==> src/rtl/gb_apu_pkg.sv <==
// Shared APU definitions.
// Holds the wave RAM geometry, its CPU base address and the byte/index
// types used by the wave RAM and the custom wave channel.
package gb_apu_pkg;

    localparam int          WAVE_RAM_BYTES = 16;
    localparam logic [15:0] WAVE_RAM_BASE  = 16'hFF30;

    typedef logic [7:0] wave_byte_t;
    typedef logic [3:0] wave_idx_t;

endpackage

==> src/rtl/gb_wave_ram.sv <==
// gb_wave_ram: 16-byte channel-3 waveform RAM (CPU FF30-FF3F).
//
// Ports:
//   clk, reset         system clock, synchronous active-high reset
//   cpu_addr           CPU byte index (FF30 + n)
//   cpu_wdata, cpu_we  CPU write data and one-cycle write strobe
//   cpu_re             one-cycle read strobe
//   cpu_rdata          read data, valid with cpu_rvalid (held otherwise)
//   cpu_rvalid         one-cycle pulse, the cycle after cpu_re
//   wave_addr          byte index requested by the wave channel
//   wave_data          mem[wave_addr], combinational
//   channel_active     channel 3 enable
//
// With DMG_QUIRK set and the channel running, CPU accesses land on the byte
// the channel last fetched, and only succeed for WINDOW_CYCLES cycles after
// that fetch; failed reads return 8'hFF and failed writes are dropped.
module gb_wave_ram
    import gb_apu_pkg::*;
#(
    parameter bit         DMG_QUIRK     = 1'b1,
    parameter int         WINDOW_CYCLES = 2,
    parameter wave_byte_t INIT_EVEN     = 8'h00,
    parameter wave_byte_t INIT_ODD      = 8'hFF
) (
    input  logic       clk,
    input  logic       reset,
    input  logic [3:0] cpu_addr,
    input  logic [7:0] cpu_wdata,
    input  logic       cpu_we,
    input  logic       cpu_re,
    output logic [7:0] cpu_rdata,
    output logic       cpu_rvalid,
    input  logic [3:0] wave_addr,
    output logic [7:0] wave_data,
    input  logic       channel_active
);

    localparam logic [3:0] WIN_LOAD = 4'(WINDOW_CYCLES);

    wave_byte_t mem [WAVE_RAM_BYTES];
    wave_idx_t  fetch_addr;
    wave_idx_t  prev_wave_addr;
    logic       prev_active;
    logic [3:0] win_cnt;

    logic       fetch;
    logic       redirect;
    logic       allowed;
    wave_idx_t  eff_addr;

    assign wave_data = mem[wave_addr];

    // A fetch is a new byte request, or the first active cycle after idle.
    assign fetch    = channel_active & ((wave_addr != prev_wave_addr) | ~prev_active);

    // Strobes see the registered fetch_addr/win_cnt, so a fetch in the same
    // cycle only affects strobes from the next cycle on.
    assign redirect = DMG_QUIRK & channel_active;
    assign eff_addr = redirect ? fetch_addr : cpu_addr;
    assign allowed  = ~redirect | (win_cnt != 4'd0);

    always_ff @(posedge clk) begin
        if (reset) begin
            for (int i = 0; i < WAVE_RAM_BYTES; i++) begin
                mem[i] <= (i % 2 == 1) ? INIT_ODD : INIT_EVEN;
            end
            cpu_rdata      <= 8'h00;
            cpu_rvalid     <= 1'b0;
            fetch_addr     <= '0;
            win_cnt        <= 4'd0;
            prev_wave_addr <= '0;
            prev_active    <= 1'b0;
        end else begin
            prev_wave_addr <= wave_addr;
            prev_active    <= channel_active;

            if (fetch) begin
                fetch_addr <= wave_addr;
                win_cnt    <= WIN_LOAD;
            end else if (win_cnt != 4'd0) begin
                win_cnt <= win_cnt - 4'd1;
            end

            // Read samples the pre-write byte because both use the old array.
            cpu_rvalid <= cpu_re;
            if (cpu_re) begin
                cpu_rdata <= allowed ? mem[eff_addr] : 8'hFF;
            end

            if (cpu_we && allowed) begin
                mem[eff_addr] <= cpu_wdata;
            end
        end
    end

endmodule

==> config.mk <==
export PLATFORM = sky130hd
export DESIGN_NAME = gb_wave_ram
export DESIGN_NICKNAME = d
export VERILOG_FILES = /design/src/rtl/gb_apu_pkg.sv /design/src/rtl/gb_wave_ram.sv
export SDC_FILE = /design/constraint.sdc
export NUM_CORES = 1
export LEC_CHECK = 0
export ABC_AREA = 1
export BUFFER_PORTS_ARGS = -buffer_cell sky130_fd_sc_hd__buf_2
export CORE_ASPECT_RATIO = 1.75
export CORE_MARGIN = 2
export CORE_UTILIZATION = 32
export CTS_BUF_LIST = sky130_fd_sc_hd__clkbuf_8
export DETAILED_ROUTE_END_ITERATION = 8
export PLACE_DENSITY_LB_ADDON = 0.08
export SLEW_MARGIN = 20
export SYNTH_ARGS = -nofsm -noshare
export SYNTH_HDL_FRONTEND = slang
export SYNTH_SLANG_ARGS = --single-unit
export TNS_END_PERCENT = 50
==> constraint.sdc <==
create_clock -name clk -period 2.7 [get_ports clk]
set_input_delay 0.405 -clock clk [delete_from_list [all_inputs] [get_ports clk]]
set_output_delay 0.405 -clock clk [all_outputs]
set_load 0.01 [all_outputs]
==> summary.md <==
| Metric | Value |
|---|---|
| Cts hold-fix bufs | 0 |
| PortBufs | 37 |
| Pre-Repair DR Iteration Count | 5 |
| Post-CTS sizing | 0 |
| Fillcell total | about 2700 |
| CTS clock-pin slew for the worst setup and hold paths | roughly 0.10 ns |
| Register area share after synthesis | between 50% and 60% |
| Reg-to-Reg End | mem[14][5] |
| Multi-input logic area | approximately 3400 um^2 |
| Antenna violation net count after detailed routing | 0 |
| Largest net degree at the start of global routing | 44 |
| Drt total wl | between 20000 and 30000 um |
| # DRC | 0 |
| Worst setup SP type | register |
| Max Slew Vio Count | 0 |
| Dpl cell area | just under 9000 um^2 |
| Final Hold Fails | 0 |
| Data arrival time of the critical path | around 1.9 ns |
| H-tree depth | 4 |
| WHS | 0.197 ns |
| Skew final | 0.0236 ns |
| Outcome | completed |
| PwrDens | between 600 and 700 nW/um^2 |
| Leakage | between 3 and 4 nW |
| Core ar. | around 25000 um^2 |
| Nets | ~1100 |
| Post-DR wirelength/cell | 21.3 um |
| CTS Root Buffer Type | clkbuf_8 |
| Ant diodes | 0 |
| Actual slew at the worst max-slew pin | roughly 0.92 ns |
| Via density | just over 5 |
| Die Width | between 100 and 150 um |
| GRT Util Overall | between 20% and 30% |
| Pre-CTS worst setup slack | 0.379 ns |
| Crit path kind | register to output pin |
| 1st-iter DRT viols | approximately 610 |
| Ys Warns | 0 |
| Worst setup path endpoint | wave_data[0] |
| Final period utilization | a little under nine tenths |
| Number of max-cap violations | 0 |
| Dpl hpwl | about 21000 um |
| Crit-path max FO | 2 |
| Reg-to-reg slack, setup | 0.45 ns |
| Non-Filler Cell Area, Final | between 9000 and 10000 um^2 |
| Setup bufs post-CTS | 0 |
| Remaining global-route overflow | 0 |
| Final setup margin | 0.386 ns |
| Post-Syn Instances | between 1000 and 1500 |
| R2R depth | 8 |
| Setup crit start | mem[10][0] |
| First-pass GRT wire length | between 40000 and 50000 um |
| Worst-skew pair later-pin latency | ~0.5 ns |
| Vias | 7035 |
| # IOs | 38 |
| Vias in the first global route | between 6000 and 7000 |
| Mapped Avg Cell Area | around 8.0 um^2 |
| Endpoints failing setup | 0 |
| Initial antenna violation count | 0 |
| Slew headroom | between 30% and 40% |
| CTS tree | built |
| Setup TNS | 0 ns |
| Initial core utilization | 32.4% |
| Max clock buf depth | 2 |
| Mapped cell area | a little over 8000 um^2 |
| RSZ-0062 raised after global routing | no |
| Std cell rows | 77 |
| Post-Syn Nets | 1038 |
| Area Overhead vs Synth | 13.7% |
| CTS Buf Count | 17 |
| Flops & latches, synth | 150 |
| Clk sink count | 150 |
| DIE HEIGHT | around 210 um |
| Yosys cell types | 26 |
| Die area | about 27000 um^2 |
| Share of layout cells above drive strength 1 | between 10% and 20% |
| Fmax | between 400 and 500 MHz |
| Data required time of the worst path | roughly 2.3 ns |
| Worst R2R Start | win_cnt[0] |
| Reg area | approximately 4300 um^2 |
| Hold crit path type | input port to register |
| Final std cells w/o fill | 1380 |
| Placed cells | between 1000 and 1500 |
| Final Power | about 5.6 mW |
| Maximum vdd drop | about 0.00034 V |
| Core Util, Final | 36.8% |
| CP endpoint kind | output pin |
| Tmin final | roughly 2.3 ns |
| Gpl congestion | between 0.8 and 0.9 |
## synth_stat cells, drive strengths merged
| cell type | count | area [um^2] |
|---|---|---|
| a21oi | 12 | 60.1 |
| a31oi | 1 | 6.26 |
| buf | 31 | 165 |
| clkbuf | 35 | 131 |
| clkinv | 1 | 3.75 |
| dfxtp | 22 | 440 |
| edfxtp | 128 | 3840 |
| inv | 44 | 168 |
| nand2 | 369 | 1410 |
| nand3 | 72 | 385 |
| nor2 | 161 | 664 |
| nor3 | 4 | 36.3 |
| o211ai | 15 | 113 |
| o21ai | 97 | 485 |
| o221ai | 17 | 149 |
| o22ai | 7 | 43.8 |
| xor2 | 1 | 8.76 |
## worst min-delay path by stage
stage	startpoint	to	slack [ns]	cells after the start
2_1_floorplan	win_cnt[0]	win_cnt[0]	0.42	1
3_3_place_gp	win_cnt[0]	win_cnt[0]	0.44	1
3_5_place_dp	win_cnt[0]	win_cnt[0]	0.45	1
4_1_cts	cpu_re	cpu_rvalid	0.17	3
5_1_grt	reset	win_cnt[1]	0.19	2
6_report	reset	win_cnt[1]	0.20	2
## worst max-delay path: stages, from the launching register on
cell,delay [ns]
edfxtp_1,0.39
o21ai_0,0.24
o22ai_1,0.19
o211ai_1,0.34
nand2_1,0.11
buf_2,0.16
## sequential cells by signal, summed over array words and instances, names as in the netlist
name,cells
mem,128
cpu_rdata,8
fetch_addr,4
prev_wave_addr,4
win_cnt,4
cpu_rvalid,1
prev_active,1
## layout by cell type (no fill, tap or decap), drive strengths merged, types with 15 or more instances in the layout
master / synthesis / final
o221ai: 17 / 17
buf: 31 / 81
nand2: 369 / 369
edfxtp: 128 / 128
o211ai: 15 / 15
inv: 44 / 46
nand3: 72 / 72
nor2: 161 / 161
o21ai: 97 / 97
dfxtp: 22 / 22
clkbuf: 35 / 17
## metal layers
layer	vias to the layer above	global-route usage (%)	routed length (um)
met3	51	3.54	1380
met5	-	0	0
li1	3443	-	-
met2	222	41.0	15800
met4	0	9.55	954
met1	3319	25.6	11300
## final cells by class
class	count	share of cell area, %
inverter	45	1.86
sequential	150	46.5
multi-input combinational	756	36.4
timing repair buffer	81	5.86
clock inverter	15	2.55
tap	316	4.29
clock buffer	17	2.54
## logic make-up after synthesis
| family | Yosys count | share of synthesized area, % |
|---|---|---|
| xor gates and xnor gates | 1 | 0.108 |
| AOI/OAI and AO/OA | 149 | 10.6 |
| and+or+nand+nor | 606 | 30.7 |
| buffers and inverters | 111 | 5.77 |
| DFF | 150 | 52.8 |
## where the power goes
| group | internal [mW] | leakage, nW | switching, mW |
|---|---|---|---|
| Combinational | 0.240 | 2.10 | 0.612 |
| Clock | 1.18 | 0.234 | 0.923 |
| Sequential | 2.57 | 1.29 | 0.0355 |
Power figures use the tool's default switching activity.
